## src/rtl/k12_alu.sv

```systemverilog
// k12_alu: single-cycle 8-bit ALU with immediate operand select and a selectable condition flag.
// Result and condition are registered; every cycle is independent of the previous one.
module k12_alu (
  input  logic        clk,
  input  logic        rst_n,
  input  logic [7:0]  a,
  input  logic [7:0]  b,
  input  logic [15:0] inst,
  output logic [7:0]  res,
  output logic        cond
);

  localparam int unsigned DW = 8;
  localparam int unsigned SW = 3;

  typedef struct packed {
    logic          imm_sel;
    logic [2:0]    csel;
    logic [3:0]    func;
    logic [DW-1:0] imm;
  } inst_t;

  typedef enum logic [3:0] {
    FN_ADD  = 4'h0, FN_SUB  = 4'h1, FN_RSB  = 4'h2, FN_AND  = 4'h3,
    FN_OR   = 4'h4, FN_XOR  = 4'h5, FN_MOV  = 4'h6, FN_NOT  = 4'h7,
    FN_SHL  = 4'h8, FN_SHR  = 4'h9, FN_SAR  = 4'hA, FN_ROL  = 4'hB,
    FN_INC  = 4'hC, FN_DEC  = 4'hD, FN_NEG  = 4'hE, FN_SWAP = 4'hF
  } func_e;

  typedef enum logic [2:0] {
    CS_ONE = 3'd0, CS_Z  = 3'd1, CS_NZ = 3'd2, CS_C    = 3'd3,
    CS_NC  = 3'd4, CS_N  = 3'd5, CS_V  = 3'd6, CS_ZERO = 3'd7
  } csel_e;

  inst_t         dec;
  logic [DW-1:0] opb;
  logic [SW-1:0] sh;

  logic [DW:0]     add_w;
  logic [DW:0]     sub_w;
  logic [DW:0]     rsb_w;
  logic [DW:0]     shl_w;
  logic [DW:0]     shr_w;
  logic [DW:0]     sar_w;
  logic [2*DW-1:0] rol_w;

  logic [DW-1:0] r_c;
  logic          c_c;
  logic          v_c;
  logic          z_c;
  logic          n_c;
  logic          cond_c;

  assign dec = inst_t'(inst);
  assign opb = dec.imm_sel ? dec.imm : b;
  assign sh  = opb[SW-1:0];

  // Extended-width datapaths: the extra bit of each catches the carry/borrow or the last bit shifted out.
  assign add_w = {1'b0, a} + {1'b0, opb};
  assign sub_w = {1'b0, a} - {1'b0, opb};
  assign rsb_w = {1'b0, opb} - {1'b0, a};
  assign shl_w = {1'b0, a} << sh;
  assign shr_w = {a, 1'b0} >> sh;
  assign sar_w = (DW+1)'($signed({a, 1'b0}) >>> sh);
  assign rol_w = {a, a} << sh;

  always_comb begin
    r_c = '0;
    c_c = 1'b0;
    v_c = 1'b0;
    unique case (func_e'(dec.func))
      FN_ADD: begin
        r_c = add_w[DW-1:0];
        c_c = add_w[DW];
        v_c = (a[DW-1] == opb[DW-1]) && (r_c[DW-1] != a[DW-1]);
      end
      FN_SUB: begin
        r_c = sub_w[DW-1:0];
        c_c = ~sub_w[DW];
        v_c = (a[DW-1] != opb[DW-1]) && (r_c[DW-1] != a[DW-1]);
      end
      FN_RSB: begin
        r_c = rsb_w[DW-1:0];
        c_c = ~rsb_w[DW];
        v_c = (opb[DW-1] != a[DW-1]) && (r_c[DW-1] != opb[DW-1]);
      end
      FN_AND: r_c = a & opb;
      FN_OR:  r_c = a | opb;
      FN_XOR: r_c = a ^ opb;
      FN_MOV: r_c = opb;
      FN_NOT: r_c = ~opb;
      FN_SHL: begin
        r_c = shl_w[DW-1:0];
        c_c = shl_w[DW];
      end
      FN_SHR: begin
        r_c = shr_w[DW:1];
        c_c = shr_w[0];
      end
      FN_SAR: begin
        r_c = sar_w[DW:1];
        c_c = sar_w[0];
      end
      FN_ROL: begin
        r_c = rol_w[2*DW-1:DW];
        c_c = (sh != '0) && r_c[0];
      end
      FN_INC: begin
        r_c = a + DW'(1);
        c_c = (a == 8'hFF);
        v_c = (a == 8'h7F);
      end
      FN_DEC: begin
        r_c = a - DW'(1);
        c_c = (a != 8'h00);
        v_c = (a == 8'h80);
      end
      FN_NEG: begin
        r_c = DW'(0) - a;
        c_c = (a == 8'h00);
        v_c = (a == 8'h80);
      end
      FN_SWAP: r_c = {a[3:0], a[7:4]};
      default: r_c = '0;
    endcase
  end

  assign z_c = (r_c == '0);
  assign n_c = r_c[DW-1];

  always_comb begin
    cond_c = 1'b0;
    unique case (csel_e'(dec.csel))
      CS_ONE:  cond_c = 1'b1;
      CS_Z:    cond_c = z_c;
      CS_NZ:   cond_c = ~z_c;
      CS_C:    cond_c = c_c;
      CS_NC:   cond_c = ~c_c;
      CS_N:    cond_c = n_c;
      CS_V:    cond_c = v_c;
      CS_ZERO: cond_c = 1'b0;
      default: cond_c = 1'b0;
    endcase
  end

  always_ff @(posedge clk or negedge rst_n) begin
    if (!rst_n) begin
      res  <= '0;
      cond <= 1'b0;
    end else begin
      res  <= r_c;
      cond <= cond_c;
    end
  end

endmodule

```

## config.mk

```make
export PLATFORM = sky130hd
export DESIGN_NAME = k12_alu
export DESIGN_NICKNAME = d
export VERILOG_FILES = /design/src/rtl/k12_alu.sv
export SDC_FILE = /design/constraint.sdc
export NUM_CORES = 1
export LEC_CHECK = 0
export BUFFER_PORTS_ARGS = -buffer_cell sky130_fd_sc_hd__buf_2
export CAP_MARGIN = 10
export CORE_ASPECT_RATIO = 0.8
export CORE_MARGIN = 8
export CORE_UTILIZATION = 61
export CTS_CLUSTER_DIAMETER = 40
export CTS_CLUSTER_SIZE = 25
export DETAILED_ROUTE_END_ITERATION = 10
export GPL_ROUTABILITY_DRIVEN = 0
export PLACE_DENSITY = 0.93
export SYNTH_ARGS = -nofsm -noshare
export SYNTH_HDL_FRONTEND = slang
export SYNTH_SLANG_ARGS = --single-unit
```

## constraint.sdc

```tcl
create_clock -name clk -period 0.8 [get_ports clk]
set_input_delay 0 -clock clk [delete_from_list [all_inputs] [get_ports clk]]
set_output_delay 0 -clock clk [all_outputs]
set_load 0.02 [all_outputs]
```

==> results.cfg, run 1 <==
[logic_synthesis]
synth_top_area_frac = 0.132
synth_cell_types = 73
yosysSeqAreaShare = 0.0581
syn_inst = 541
synth_nets = 619
yosys_warnings = 0
avgSynthCellArea_um2 = 7.16
netlist_area_um2 = 3870
synth.area.top_cells = ha_1 13%, mux2i_1 7.5%, dfrtp_1 5.8%
yosys.area.top_type = ha_1
synth_edf_count = 0
synthFlopType = dfrtp_1
synth_seq_cells = 9
ys_async_sr_fraction = 1.00

[die]
die_h_um = 87.3
start_util = 0.617
rows = 26
die_x_um = 105
pin_count = 43

[global_route]
track_usage = 0.712
grt_pass1_wl_mm = 49.6
grt_max_degree = 35
grt_pass1_vias = 7584
grt_overflow = 87

[cts]
cts-root-buf = clkbuf_8
htree_levels = 1
cts_buffers = 3
clk_path_buf_depth = 2
clock-sinks = 9

[run_status]
first-error = [ERROR GRT-0116] Global routing finished with congestion. Check the congestion regions in the DRC Viewer.
stop_stage = global routing (5_1_grt)
outcome = did not finish

[placement]
dpl_cell_area_um2 = 5550
place_hpwl_mm = 16.1
place_inst = 813
place.port_buffers = 42
[layer usage]
metal  overflow  GRT usage
met3          1      0.580
met4         32      0.752
met1          0      0.690
met5          0      0.219
met2         54      0.873
[through the flow]
| stage | hold slack (ps) | setup WS [ps] | TNS [ps] |
|---|---|---|---|
| 3_3_place_gp | -154 | -2350 | -15880 |
| 4_1_cts | 155 | -1920 | -12390 |
| 3_5_place_dp | -137 | -2500 | -17660 |
| 2_1_floorplan | -296 | -2030 | -12030 |
[what timing repair did]
item | in CTS
hold buffers | 1
setup endpoints to repair | 9
pin swaps | 34
hold endpoints to repair | 9
gates resized for setup | 79
buffers inserted | 16
[cells in the mapped netlist, types with 4 or more instances]
master	instances
nand4_1	9
inv_1	28
a221o_1	4
a32oi_1	6
a22o_1	4
mux2i_1	29
nand3_1	19
nor4_1	7
ha_1	41
nor3_1	20
a221oi_1	4
o21ai_0	28
nand2b_1	5
mux2_2	6
and3_1	8
nor2_1	45
clkbuf_1	23
a22oi_1	5
a21oi_1	32
o31ai_1	5
xnor2_1	17
a2111oi_0	5
o22ai_1	7
o211ai_1	7
a32o_1	4
nor2b_1	13
or3_1	4
dfrtp_1	9
nand2_1	42
buf_2	12
a31oi_1	10
a211oi_1	8
[cell families after synthesis]
group,share of synthesized area
flip-flops,0.0581
AND/OR/NAND/NOR,0.272
AO/OA/AOI/OAI,0.291
buffers and inverters,0.0775
multiplexers,0.108
XOR/XNOR,0.0465
adder cells (fa/ha/maj),0.148
==> run 2, diff against run 1 <==
- CORE_ASPECT_RATIO: 0.8 -> unset
- CORE_UTILIZATION: 61 -> 40
- CTS_CLUSTER_DIAMETER: 40 -> unset
- CTS_CLUSTER_SIZE: 25 -> unset
- PLACE_DENSITY: 0.93 -> unset
- PLACE_DENSITY_LB_ADDON: unset -> 0.15
==> run 2 against run 1 <==
Net effect:
- the flow now finishes, with violations (setup timing)
- synthesized cell count is the same
- synthesized area stayed put
==> results.cfg, run 2 <==
[finish]
multi_input_area_um2 = 3780
layout_commonest_cell = buf_4
fillers = 834
post-route-util = 0.647
reg_top3 = res (8), cond (1)
layout.nets = 832
layout.cells.non_filler = 886
regArea_um2 = 225
regMostFlops = res
diodes = 0
final_layout_size_suffix_gt1_frac = 0.448
area_delta_synth_final_pct = 60.3
mostFrequentLayoutCells = 192 x buf_4, 43 x nor2_1, 42 x nand2_1, 41 x buf_2, 30 x ha_1
largest_reg_flops = 8

[critical_path]
critPathKind = input port to flop
worstPathArrival_ps = 2840
path_max_fanout = 5
cp-start-kind = input port
critPathRequiredTime_ps = 960
endpoint_kind = flop

[sta]
maxSlewHeadroom = 0.630
maxSlewViolCount = 0
setup_slack_ps = -1880
fmax_mhz = 373
fin_tns_setup_ps = -12580
period_minus_slack_ps = 2680
tightest_slew_ps = 553
setup_violations = 9
period_share = 3.35
grt_setup_unrepaired = true
hold_viol_final = 0

[job]
drv_cap = 0

[pwr]
combPwrFrac = 0.818
ir_drop_uv = 804
p_switching_w = 0.00268
seqPwrFrac = 0.095
p_clk_frac = 0.087
p_int_w = 0.00317
switching_share = 0.458
power_w = 0.00585
powerDensity_nw_per_um2 = 942
p_leak_nw = 2.79

[routing]
ant_nets = 0
via_per_inst = 6.12
wl_mm = 18.6
first_iter_violations = 523
drc = 0
wl_per_cell_um = 21.0
dr.pass1.iters = 8
via_count = 5419

[die]
rows = 36
die_x_um = 114
pin_count = 43
die_area_um2 = 13100
die_h_um = 114
coreArea_um2 = 9590
start_util = 0.404

[logic_synthesis]
yosysSeqAreaShare = 0.0581
synth_top_area_frac = 0.132
synth_edf_count = 0
synth_nets = 619
synth_cell_types = 73
synth_most_common_cell = nor2_1
synth.area.top_cells = ha_1 13%, mux2i_1 7.5%, dfrtp_1 5.8%
yosys_warnings = 0
ys_async_sr_fraction = 1.00
netlist_area_um2 = 3870
synth.top_cells.by_count = 45 x nor2_1, 42 x nand2_1, 41 x ha_1, 32 x a21oi_1, 29 x mux2i_1
syn_inst = 541
synth_seq_cells = 9
avgSynthCellArea_um2 = 7.16
synthFlopType = dfrtp_1
yosys.area.top_type = ha_1

[cts]
cts-root-buf = clkbuf_8
clk_path_buf_depth = 2
clock-sinks = 9
htree_levels = 1
cts_buffers = 3
cts_tree = built
clkTransAtPathRegs_ps = 40

[placement]
place.port_buffers = 42
place_inst = 871
place_ws_ps = -2360
place_hpwl_mm = 14.7

[global_route]
track_usage = 0.284
grt_overflow = 0
grt_max_degree = 24
grt_antenna_before_repair = 0
grt_pass1_wl_mm = 29.3
grt_pass1_vias = 5422

[hold_path]
worstHoldPathType = input port to flop

[run_status]
outcome = finished with violations
failed_checks = setup timing
run 2: through the flow:
| stage | instance area [um2] | hold WS, ps |
|---|---|---|
| after floorplan | 4010 | -296 |
| after global placement | 5680 | -151 |
| after detailed placement | 5680 | -146 |
| after CTS | 6050 | 104 |
| after global routing | 6210 | 136 |
| final | 6210 | 123 |
run 2: path summary, 6_finish.rpt:
kind	cells after the start	from	endpoint
max in group asynchronous	2	rst_n	res[6]
worst max-delay path	14	inst[15]	cond
worst min-delay path	4	inst[13]	cond
min in group asynchronous	2	rst_n	res[7]
run 2: layer usage:
metal  wire length (um)  vias to the layer above  track usage
met1               7190                     2478        0.351
li1                   -                     2460            -
met4                988                        0        0.130
met3               2050                       92       0.0491
met2               8420                      389        0.467
met5                  0                        -            0
run 2: repair_timing:
| item | 4_1_cts | 5_1_grt |
|---|---|---|
| endpoints found under the setup margin | 9 | 9 |
| setup buffers | 8 | 5 |
| resized for setup | 68 | 26 |
| pin swaps | 35 | 22 |
| endpoints found under the hold margin | 9 | 0 |
| hold buffers | 1 | 0 |
| gates cloned | 0 | 0 |
run 2: cell type report:
| class | count | share of cell area |
|---|---|---|
| Multi-Input combinational cell | 461 | 0.608 |
| Timing Repair Buffer | 249 | 0.302 |
| Sequential cell | 9 | 0.0363 |
| Tap cell | 133 | 0.0268 |
| Inverter | 30 | 0.0189 |
| Clock buffer | 4 | 0.00726 |
run 2: critical path: stages:
cell,delay (ps)
buf_12,110
mux2i_4,290
clkinv_4,140
ha_4,310
o21bai_4,70
a221o_1,350
a2111o_1,450
and3_4,180
o21ai_2,110
nand4_1,220
nor3_2,300
buf_4,160
nand3_1,70
nand3b_1,90
run 2: power by group through the flow:
stage               clock network (W)  logic, W  registers (W)
global route                 0.000545   0.00506       0.000563
floorplan                           0   0.00201       0.000678
CTS                          0.000520   0.00447       0.000557
finish                       0.000508   0.00479       0.000555
global placement                    0   0.00403       0.000560
detailed placement                  0   0.00408       0.000563
run 2: kinds of logic after synthesis:
family	count (synthesis)	synth area share
compound gates	161	0.291
xor+xnor	19	0.0465
fa+ha+maj	44	0.148
buf+inv	71	0.0775
flops	9	0.0581
mux	38	0.108
simple gates	199	0.272
No activity file was read; power rests on OpenSTA's default activity.
